==> config.mk <==
export PLATFORM = sky130hd
export DESIGN_NAME = tros_meas_sequencer_flat
export DESIGN_NICKNAME = d
export VERILOG_FILES = /design/src/rtl/tros_meas_sequencer_if.sv /design/src/rtl/tros_meas_sequencer.sv /design/src/flat_wrapper.sv
export SDC_FILE = /design/constraint.sdc
export NUM_CORES = 1
export LEC_CHECK = 0
export ABC_AREA = 1
export CAP_MARGIN = 20
export CORE_ASPECT_RATIO = 0.5
export CORE_UTILIZATION = 55
export DETAILED_ROUTE_END_ITERATION = 8
export GPL_TIMING_DRIVEN = 0
export PLACE_DENSITY = 0.82
export SLEW_MARGIN = 10
export SYNTH_ARGS = -nofsm -noshare
export SYNTH_HDL_FRONTEND = slang
export SYNTH_SLANG_ARGS = --single-unit
export TNS_END_PERCENT = 30
==> constraint.sdc <==
create_clock -name clk -period 2.3 [get_ports clk]
set_input_delay 0.46 -clock clk [delete_from_list [all_inputs] [get_ports clk]]
set_output_delay 0.46 -clock clk [all_outputs]
set_load 0.02 [all_outputs]
==> src/rtl/tros_meas_sequencer_if.sv <==
// Control/status bundle between a run controller and the TROS measurement sequencer.
interface tros_meas_sequencer_if #(
  parameter int GATE_W = 24
);
  logic              start;
  logic              abort;
  logic [3:0]        channel_mask;
  logic [GATE_W-1:0] gate_cycles;
  logic              ctr_reset;
  logic              gate;
  logic              latch_counter;
  logic [1:0]        counter_select;
  logic              frame_active;
  logic              busy;
  logic              done;

  modport master (
    output start, abort, channel_mask, gate_cycles,
    input  ctr_reset, gate, latch_counter, counter_select, frame_active, busy, done
  );

  modport slave (
    input  start, abort, channel_mask, gate_cycles,
    output ctr_reset, gate, latch_counter, counter_select, frame_active, busy, done
  );
endinterface

==> src/rtl/tros_meas_sequencer.sv <==
// Runs one measurement: clear counters, gate window, settle, then latch and
// shift out each enabled ring-oscillator channel in ascending index order.
module tros_meas_sequencer #(
  parameter int COUNTER_LENGTH = 20,
  parameter int RESET_CYCLES   = 4,
  parameter int SETTLE_CYCLES  = 8,
  parameter int GATE_W         = 24
) (
  input logic                  clk,
  input logic                  rst_n,
  tros_meas_sequencer_if.slave ctl
);

  localparam int FRAME_LEN = COUNTER_LENGTH + 4;
  localparam int CNT_MIN   = $clog2(FRAME_LEN + RESET_CYCLES + SETTLE_CYCLES + 1);
  localparam int CNT_W     = (GATE_W > CNT_MIN) ? GATE_W : CNT_MIN;
  localparam logic [CNT_W-1:0] CNT_ONE = CNT_W'(1);

  typedef enum logic [2:0] {
    S_IDLE, S_CLEAR, S_GATE, S_SETTLE, S_SELECT, S_LATCH, S_SHIFT, S_DONE
  } state_e;

  state_e            state_q, state_d;
  logic [CNT_W-1:0]  cnt_q, cnt_d;
  logic [3:0]        rem_q, rem_d;
  logic [GATE_W-1:0] glen_q, glen_d;
  logic [1:0]        sel_q, sel_d;
  logic [3:0]        rem_left;
  logic              abort_hit;

  logic ctr_reset_q, ctr_reset_d;
  logic gate_q, gate_d;
  logic latch_q, latch_d;
  logic frame_q, frame_d;
  logic busy_q, busy_d;
  logic done_q, done_d;

  function automatic logic [1:0] lowest_set(input logic [3:0] m);
    lowest_set = 2'd0;
    for (int i = 3; i >= 0; i--) begin
      if (m[i]) lowest_set = 2'(i);
    end
  endfunction

  always_ff @(posedge clk) begin
    if (!rst_n) begin
      state_q     <= S_IDLE;
      cnt_q       <= '0;
      rem_q       <= '0;
      glen_q      <= '0;
      sel_q       <= '0;
      ctr_reset_q <= 1'b0;
      gate_q      <= 1'b0;
      latch_q     <= 1'b0;
      frame_q     <= 1'b0;
      busy_q      <= 1'b0;
      done_q      <= 1'b0;
    end else begin
      state_q     <= state_d;
      cnt_q       <= cnt_d;
      rem_q       <= rem_d;
      glen_q      <= glen_d;
      sel_q       <= sel_d;
      ctr_reset_q <= ctr_reset_d;
      gate_q      <= gate_d;
      latch_q     <= latch_d;
      frame_q     <= frame_d;
      busy_q      <= busy_d;
      done_q      <= done_d;
    end
  end

  // cnt_q is loaded with (length-1) on entry to each timed state and exits at zero.
  always_comb begin
    state_d   = state_q;
    cnt_d     = cnt_q;
    rem_d     = rem_q;
    glen_d    = glen_q;
    abort_hit = 1'b0;
    rem_left  = rem_q & ~(4'b0001 << sel_q);
    case (state_q)
      S_IDLE: begin
        if (ctl.start && !ctl.abort) begin
          glen_d = ctl.gate_cycles;
          rem_d  = ctl.channel_mask;
          if (ctl.channel_mask != 4'd0) begin
            state_d = S_CLEAR;
            cnt_d   = CNT_W'(RESET_CYCLES - 1);
          end else begin
            state_d = S_DONE;
          end
        end
      end
      S_CLEAR: begin
        if (cnt_q == '0) begin
          state_d = S_GATE;
          // A zero gate length still yields a one-cycle window.
          cnt_d   = (glen_q == '0) ? '0 : CNT_W'(glen_q) - CNT_ONE;
        end else begin
          cnt_d = cnt_q - CNT_ONE;
        end
      end
      S_GATE: begin
        if (cnt_q == '0) begin
          state_d = S_SETTLE;
          cnt_d   = CNT_W'(SETTLE_CYCLES - 1);
        end else begin
          cnt_d = cnt_q - CNT_ONE;
        end
      end
      S_SETTLE: begin
        if (cnt_q == '0) state_d = S_SELECT;
        else             cnt_d   = cnt_q - CNT_ONE;
      end
      S_SELECT: state_d = S_LATCH;
      S_LATCH: begin
        state_d = S_SHIFT;
        cnt_d   = CNT_W'(FRAME_LEN - 1);
      end
      S_SHIFT: begin
        if (cnt_q == '0) begin
          rem_d   = rem_left;
          state_d = (rem_left != 4'd0) ? S_SELECT : S_DONE;
        end else begin
          cnt_d = cnt_q - CNT_ONE;
        end
      end
      S_DONE:  state_d = S_IDLE;
      default: state_d = S_IDLE;
    endcase
    if (ctl.abort && (state_q != S_IDLE)) begin
      state_d   = S_IDLE;
      cnt_d     = '0;
      rem_d     = '0;
      abort_hit = 1'b1;
    end
  end

  // Outputs are decoded from the next state so the registered copies line up with state_q.
  always_comb begin
    ctr_reset_d = (state_d == S_CLEAR);
    gate_d      = (state_d == S_GATE);
    latch_d     = (state_d == S_LATCH);
    frame_d     = (state_d == S_SHIFT);
    done_d      = (state_d == S_DONE);
    busy_d      = (state_d == S_CLEAR) || (state_d == S_GATE) || (state_d == S_SETTLE) ||
                  (state_d == S_SELECT) || (state_d == S_LATCH) || (state_d == S_SHIFT);
    sel_d       = sel_q;
    if (state_d == S_SELECT) sel_d = lowest_set(rem_d);
    else if (abort_hit)      sel_d = 2'd0;
  end

  assign ctl.ctr_reset      = ctr_reset_q;
  assign ctl.gate           = gate_q;
  assign ctl.latch_counter  = latch_q;
  assign ctl.counter_select = sel_q;
  assign ctl.frame_active   = frame_q;
  assign ctl.busy           = busy_q;
  assign ctl.done           = done_q;

endmodule

==> src/flat_wrapper.sv <==
// flat-port wrapper written by rule: the top's interface ports become plain ports
module tros_meas_sequencer_flat 
#(
  parameter int COUNTER_LENGTH = 20,
  parameter int RESET_CYCLES   = 4,
  parameter int SETTLE_CYCLES  = 8,
  parameter int GATE_W         = 24
)
  (clk, rst_n, ctl_start, ctl_abort, ctl_channel_mask, ctl_gate_cycles, ctl_ctr_reset, ctl_gate, ctl_latch_counter, ctl_counter_select, ctl_frame_active, ctl_busy, ctl_done);
  tros_meas_sequencer_if #(.GATE_W(GATE_W)) ctl_i ();
  input logic clk;
  input logic rst_n;
  input wire logic [$bits(ctl_i.start)-1:0] ctl_start;
  input wire logic [$bits(ctl_i.abort)-1:0] ctl_abort;
  input wire logic [$bits(ctl_i.channel_mask)-1:0] ctl_channel_mask;
  input wire logic [$bits(ctl_i.gate_cycles)-1:0] ctl_gate_cycles;
  output wire logic [$bits(ctl_i.ctr_reset)-1:0] ctl_ctr_reset;
  output wire logic [$bits(ctl_i.gate)-1:0] ctl_gate;
  output wire logic [$bits(ctl_i.latch_counter)-1:0] ctl_latch_counter;
  output wire logic [$bits(ctl_i.counter_select)-1:0] ctl_counter_select;
  output wire logic [$bits(ctl_i.frame_active)-1:0] ctl_frame_active;
  output wire logic [$bits(ctl_i.busy)-1:0] ctl_busy;
  output wire logic [$bits(ctl_i.done)-1:0] ctl_done;
  assign ctl_i.start = ctl_start;
  assign ctl_i.abort = ctl_abort;
  assign ctl_i.channel_mask = ctl_channel_mask;
  assign ctl_i.gate_cycles = ctl_gate_cycles;
  assign ctl_ctr_reset = ctl_i.ctr_reset;
  assign ctl_gate = ctl_i.gate;
  assign ctl_latch_counter = ctl_i.latch_counter;
  assign ctl_counter_select = ctl_i.counter_select;
  assign ctl_frame_active = ctl_i.frame_active;
  assign ctl_busy = ctl_i.busy;
  assign ctl_done = ctl_i.done;
  tros_meas_sequencer #(.COUNTER_LENGTH(COUNTER_LENGTH), .RESET_CYCLES(RESET_CYCLES), .SETTLE_CYCLES(SETTLE_CYCLES), .GATE_W(GATE_W)) u_core (.clk(clk), .rst_n(rst_n), .ctl(ctl_i));
endmodule
# --- Word level (Yosys, flattened, before mapping) ---
# Index checks and enable logic that the tools add are counted.
word_totals:
  register_bits: 63
  latchBits: 0
  mem_bits_rw: 0
  mem_bits_ro: 0
  output_inout_bits: 8
  memories: 0
classes:
  n_addsub: 2
  mul: 0
  n_div: 0
  n_lt_le_gt_ge: 0
  n_eq_ne: 17
  shift: 1
  muxes: 27
  bitwise: 3
  reduce_logical: 20
ops:
  columns: ["operator", "count"]
  rows:
  - ["2-to-1 mux 24 bit", 6]
  - ["one-hot mux 24 bit (5 select lines)", 1]
  - ["logical NOT 24 bit", 2]
  - ["subtractor 24 x 1 -> 24 bit, second input constant", 2]
  - ["== test 3 bit, second input constant", 8]
  - ["one-hot mux 3 bit (8 select lines)", 1]
  - ["2-to-1 mux 3 bit", 7]
  - ["2-to-1 mux 2 bit", 7]
  - ["== test 3 x 2 -> 1 bit, second input constant", 4]
  - ["2-to-1 mux 4 bit", 3]
  - ["one-hot mux 4 bit (2 select lines)", 1]
  - ["nonzero test 4 bit", 2]
  - ["== test 3 x 1 -> 1 bit, second input constant", 2]
  - ["logical OR 1 bit", 5]
  - ["nonzero test 5 bit", 1]
  - ["bitwise AND 4 bit", 1]
  - ["!= test 2 x 1 -> 1 bit, second input constant", 2]
  - ["inverter 4 bit", 1]
  - ["AND reduction 4 bit", 1]
  - ["OR reduction 2 bit", 2]
  - ["<< shifter 1 x 2 -> 4 bit, first input constant", 1]
  - ["logical NOT 3 bit", 1]
  - ["nonzero test 3 bit", 1]
  - ["logical AND 1 bit", 2]
  - ["other kinds (6)", 6]

# --- Depth between registers and ports, before layout ---
logic_depth:
  ltp_word: 14
  mapped_depth: 16
  mapped_depth_nobuf: 16

# --- Least setup slack after synthesis ---
# OpenSTA, ideal clock, no wires.
synth_path:
  path_type: "reg-to-reg"
  startpoint: "register u_core.cnt_q[0]"
  endpoint: "register u_core.cnt_q[22]"
  setup_ps: 70
  t_arrival_ps: 1743
  required_time_ps: 2230
  path_slack_ps: 487
  stages_incl_launch_ff: 16
  path_cell_list: "dfxtp_1 inv_1 ha_1 nand2_1 nor2_4 nand2_2 nor2_1 nand3_2 nor2_1 xor2_1 nand2_1 nand2_1 nand2_1 nand2_1 nand2_1 a21oi_1"
synth_via:
  elab_chain_len: 3
  elab_cells_between_ends: 8
  cone_classes: "1 x add/sub; 1 x eq/ne; 4 x mux; 2 x reduce/logical"
synth_lines:
  columns: ["element", "line_no", "source"]
  rows:
  - ["start: declaration", "tros_meas_sequencer.sv:24", "logic [CNT_W-1:0] cnt_q, cnt_d;"]
  - ["start signal: assignment", "tros_meas_sequencer.sv:60", "cnt_q <= cnt_d;"]
  - ["subtractor 24 x 1 -> 24 bit / logical NOT 24 bit (equally long branches)", null, null]
  - ["2-to-1 mux 24 bit, or another cell as far along", "tros_meas_sequencer.sv:112, tros_meas_sequencer.sv:121", null]
  - ["one-hot mux 24 bit (5 select lines) / AND reduction 4 bit (equally long branches)", null, null]
# Several ways; a longest one is shown, not always the timed one. The select of a mux whose other input is x is not followed.
# A chain may end at the register's enable or synchronous reset.

# --- Worst setup path after layout ---
layout_path:
  startpoint: "register u_core.cnt_q[13]"
  endpoint: "register u_core.cnt_q[14]"
# The elaborated chain is that of the path after synthesis.

==> impl_results.md <==
* Status: finished clean
* Total track usage at 30.9%
* Largest family of logic cells by synthesized area: simple AND/OR/NAND/NOR gates
* 1st-iter DRT viols at 511
* VDD IR max at 0.000682 V
* CTS Buf Count at 9
* Gpl congestion at 0.939
* I/O pins at 40
* DRT Wirelength at 11800 um
* R2R setup slack at 0.1 ns
* Final WS setup at 0.0995 ns
* Worst R2R End: u_core.cnt_q[14]
* I/O Buffers at 39
* Min Tclk post-route at 2.20 ns
* Least-Margin Pin Slew at 0.577 ns
* Post-detailed-route wirelength per cell at 14.2 um
* Reg2reg start: u_core.cnt_q[13]
* Die Ht at 64.3 um
* Mapped Area at 4270 um^2
* HP Start: u_core.cnt_q[15]
* CTS H-tree lvls at 3
* First-pass GRT wire length at 19600 um
* Largest net degree at the start of global routing at 11
* Cells after Synth at 679
* Commonest cells in the netlist: 159 x nand2_1, 97 x nor2_1, 72 x inv_1
* Worst-skew pair later-pin latency at 0.34 ns
* DRC viols at 0
* Hold Vio Cnt, Final at 0
* CTS max path bufs at 2
* Post-synth ARST share at 0%
* Startpoint Class: flip-flop
* Worst-path fanout max at 10
* Post-place setup slack at -0.329 ns
* CTS Hold Bufs at 0
* Synth Area in XOR/XNOR at 5.95%
* Synthesis Warnings at 0
* Number of global-route vias before repair at 4166
* MaxCap Viol Count at 0
* Lkg Pwr at 2.31 nW
* WHS Path Cells at 2
* Hold Crit Class: flip-flop to flip-flop
* Crit path to: u_core.cnt_q[14]
* Routed Antenna Nets at 0
* Die width at 127 um
* Avg Cell Area, Syn at 6.29 um^2
* Top FF cell, synth: dfxtp_1
* Most common cell in the netlist: nand2_1
* Rel. slew slack at 61.2%
* Nets at 765
* FF+latch count, synth at 63
* Power Dens Cells at 1460 nW/um^2
* # diodes at 0
* Highest achievable clock rate at 0.454 GHz
* Max-slew violation count at 0
* Root buffer selected by CTS: clkbuf_16
* Synth Area in Adders at 1.17%
* Area delta synth->final at 19.3%
* Core area at 7400 um^2
* Yosys top cell area share at 29.6%
* Largest cells by area after synthesis: dfxtp_1 30%, nand2_1 14%, nor2_1 8.5%
* Starting Density at 57.6%
* Fraction of layout cells with a size suffix above 1 at 10.5%
* Post-route clock period utilization at 95.7%
* Worst Skew at 0.00567 ns
* Clock slew at reported path FFs at 0.05 ns
* Cell Rows at 22
* CTS tree: done
* Num Clock Sinks at 63
* Post-DP HPWL at 8680 um
* R2R cell count at 8
* Grt ovf at 0
* Yosys cell types at 38
* Worst Setup SP: u_core.cnt_q[13]
* Post-synth EDFFs at 0
* Multiplexer area fraction after synthesis at 0%
* Vias/cell at 5.62
* Area leader, netlist: dfxtp_1
* Crit Path Category: flip-flop to flip-flop
* CP Data Arrival Time at 2.46 ns
* DRT Pass-1 Iters at 5
* Critical path capture point type: flip-flop
* Die Footprint at 8140 um^2
* Simple-gate share of the synthesized area at 38.5%
* Crit path required time at 2.56 ns
* RSZ-0062 raised after global routing: no
* Fillers at 643
* Final setup viols at 0
* Compound-gate portion of the synthesized area at 15.6%
* Syn_nets at 715
* Vias post-DR at 4655
* Post-CTS Repair Setup Buffers at 0
* Initial antenna violation count at 0
* WHS at 0.499 ns
* Post-synthesis sequential area ratio at 29.6%
-- registers in the layout, summed over array words and instances (netlist names) --
name and count:
u_core.rem_q 4, u_core.ctl.ctr_reset 1, u_core.cnt_q 24, u_core.ctl.gate 1, u_core.ctl.busy 1, u_core.ctl.done 1, u_core.ctl.frame_active 1, u_core.glen_q 24
u_core.ctl.counter_select 2, u_core.ctl.latch_counter 1, u_core.state_q 3
-- layout by cell type, fill, tap and decap left out, drive strengths merged --
master         netlist  layout
nand2              168     168
nor2               113     113
inv                 81      81
dfxtp               63      63
o21ai               58      58
nand3               49      49
a21oi               46      46
clkdlybuf4s50        0      39
xor2                22      22
clkbuf               9      20
nor3                15      15
nand4                8       8
xnor2                7       7
buf                  7       7
o22ai                6       6
o211ai               6       6
clkinv               3       6
o221ai               4       4
ha                   4       4
or2                  3       3
nor4                 2       2
a31oi                2       2
nor3b                1       1
o31ai                1       1
nand3b               1       1
clkinvlp             0       1
-- metrics by stage --
stage / total power [mW] / TNS [ns] / instance area [um^2] / std cells / utilization, %
3_5_place_dp: 5.92 / -6.98 / 4780 / 814 / 64.5
3_3_place_gp: 5.84 / -6.20 / 4780 / 814 / 64.5
2_1_floorplan: 4.90 / 0 / 4270 / 679 / -
5_1_grt: 8.01 / 0 / 5090 / 829 / 68.7
6_report: 7.45 / 0 / 5090 / 829 / 68.7
4_1_cts: 7.23 / 0 / 5050 / 829 / 68.2
-- layout make-up --
type,instances,area (um^2),share of cell area (%)
flip-flops and latches,63,1260,24.8
inverters,84,315,6.19
repair buffers,39,390,7.67
multi-input cells,516,2660,52.3
well taps,96,120,2.36
plain buffers,16,76.3,1.50
clock inverters,4,22.5,0.442
clock buffers,11,243,4.77
-- cell families (layout without fill, tap and decap cells) --
| family | Yosys count | in the layout |
|---|---|---|
| adders and majority gates | 4 | 4 |
| DFF | 63 | 63 |
| AOI/OAI and AO/OA | 123 | 123 |
| xor gates and xnor gates | 29 | 29 |
| buffers and inverters | 100 | 154 |
| and+or+nand+nor | 360 | 360 |
-- routing by layer --
layer	track usage [%]	share of wire, %	up-vias
li1	-	-	2298
met1	41.3	45	2117
met2	48.7	43	216
met3	7.20	9.7	24
met4	11.6	1.6	0
met5	0	0	-
-- power breakdown --
part           internal [mW]  total, mW  leakage (nW)  switching (mW)
combinational           1.59       4.75          1.67            3.16
clock                  0.746       1.24         0.131           0.495
sequential              1.28       1.46         0.513           0.179
-- timing repair --
| action | CTS | global route |
|---|---|---|
| cloned | 0 | 0 |
| resized for setup | 2 | 11 |
| setup endpoints to repair | 1 | 26 |
-- critical path, cell delays in order (launching register included) --
cell and delay, ns:
dfxtp_1 0.36, nor2_1 0.29, nand2_1 0.16, nor2_4 0.19, nand3_4 0.16, o211ai_2 0.39, buf_2 0.31, nand2_1 0.09
a21oi_1 0.17
-- how the worst min path moves through the flow --
stage,endpoint,slack (ns)
2_1_floorplan,u_core.cnt_q[12],0.46
3_3_place_gp,u_core.cnt_q[15],0.48
3_5_place_dp,u_core.cnt_q[15],0.49
4_1_cts,u_core.cnt_q[15],0.50
5_1_grt,u_core.cnt_q[15],0.52
6_report,u_core.cnt_q[15],0.50
No activity file was read; power rests on OpenSTA's default activity.
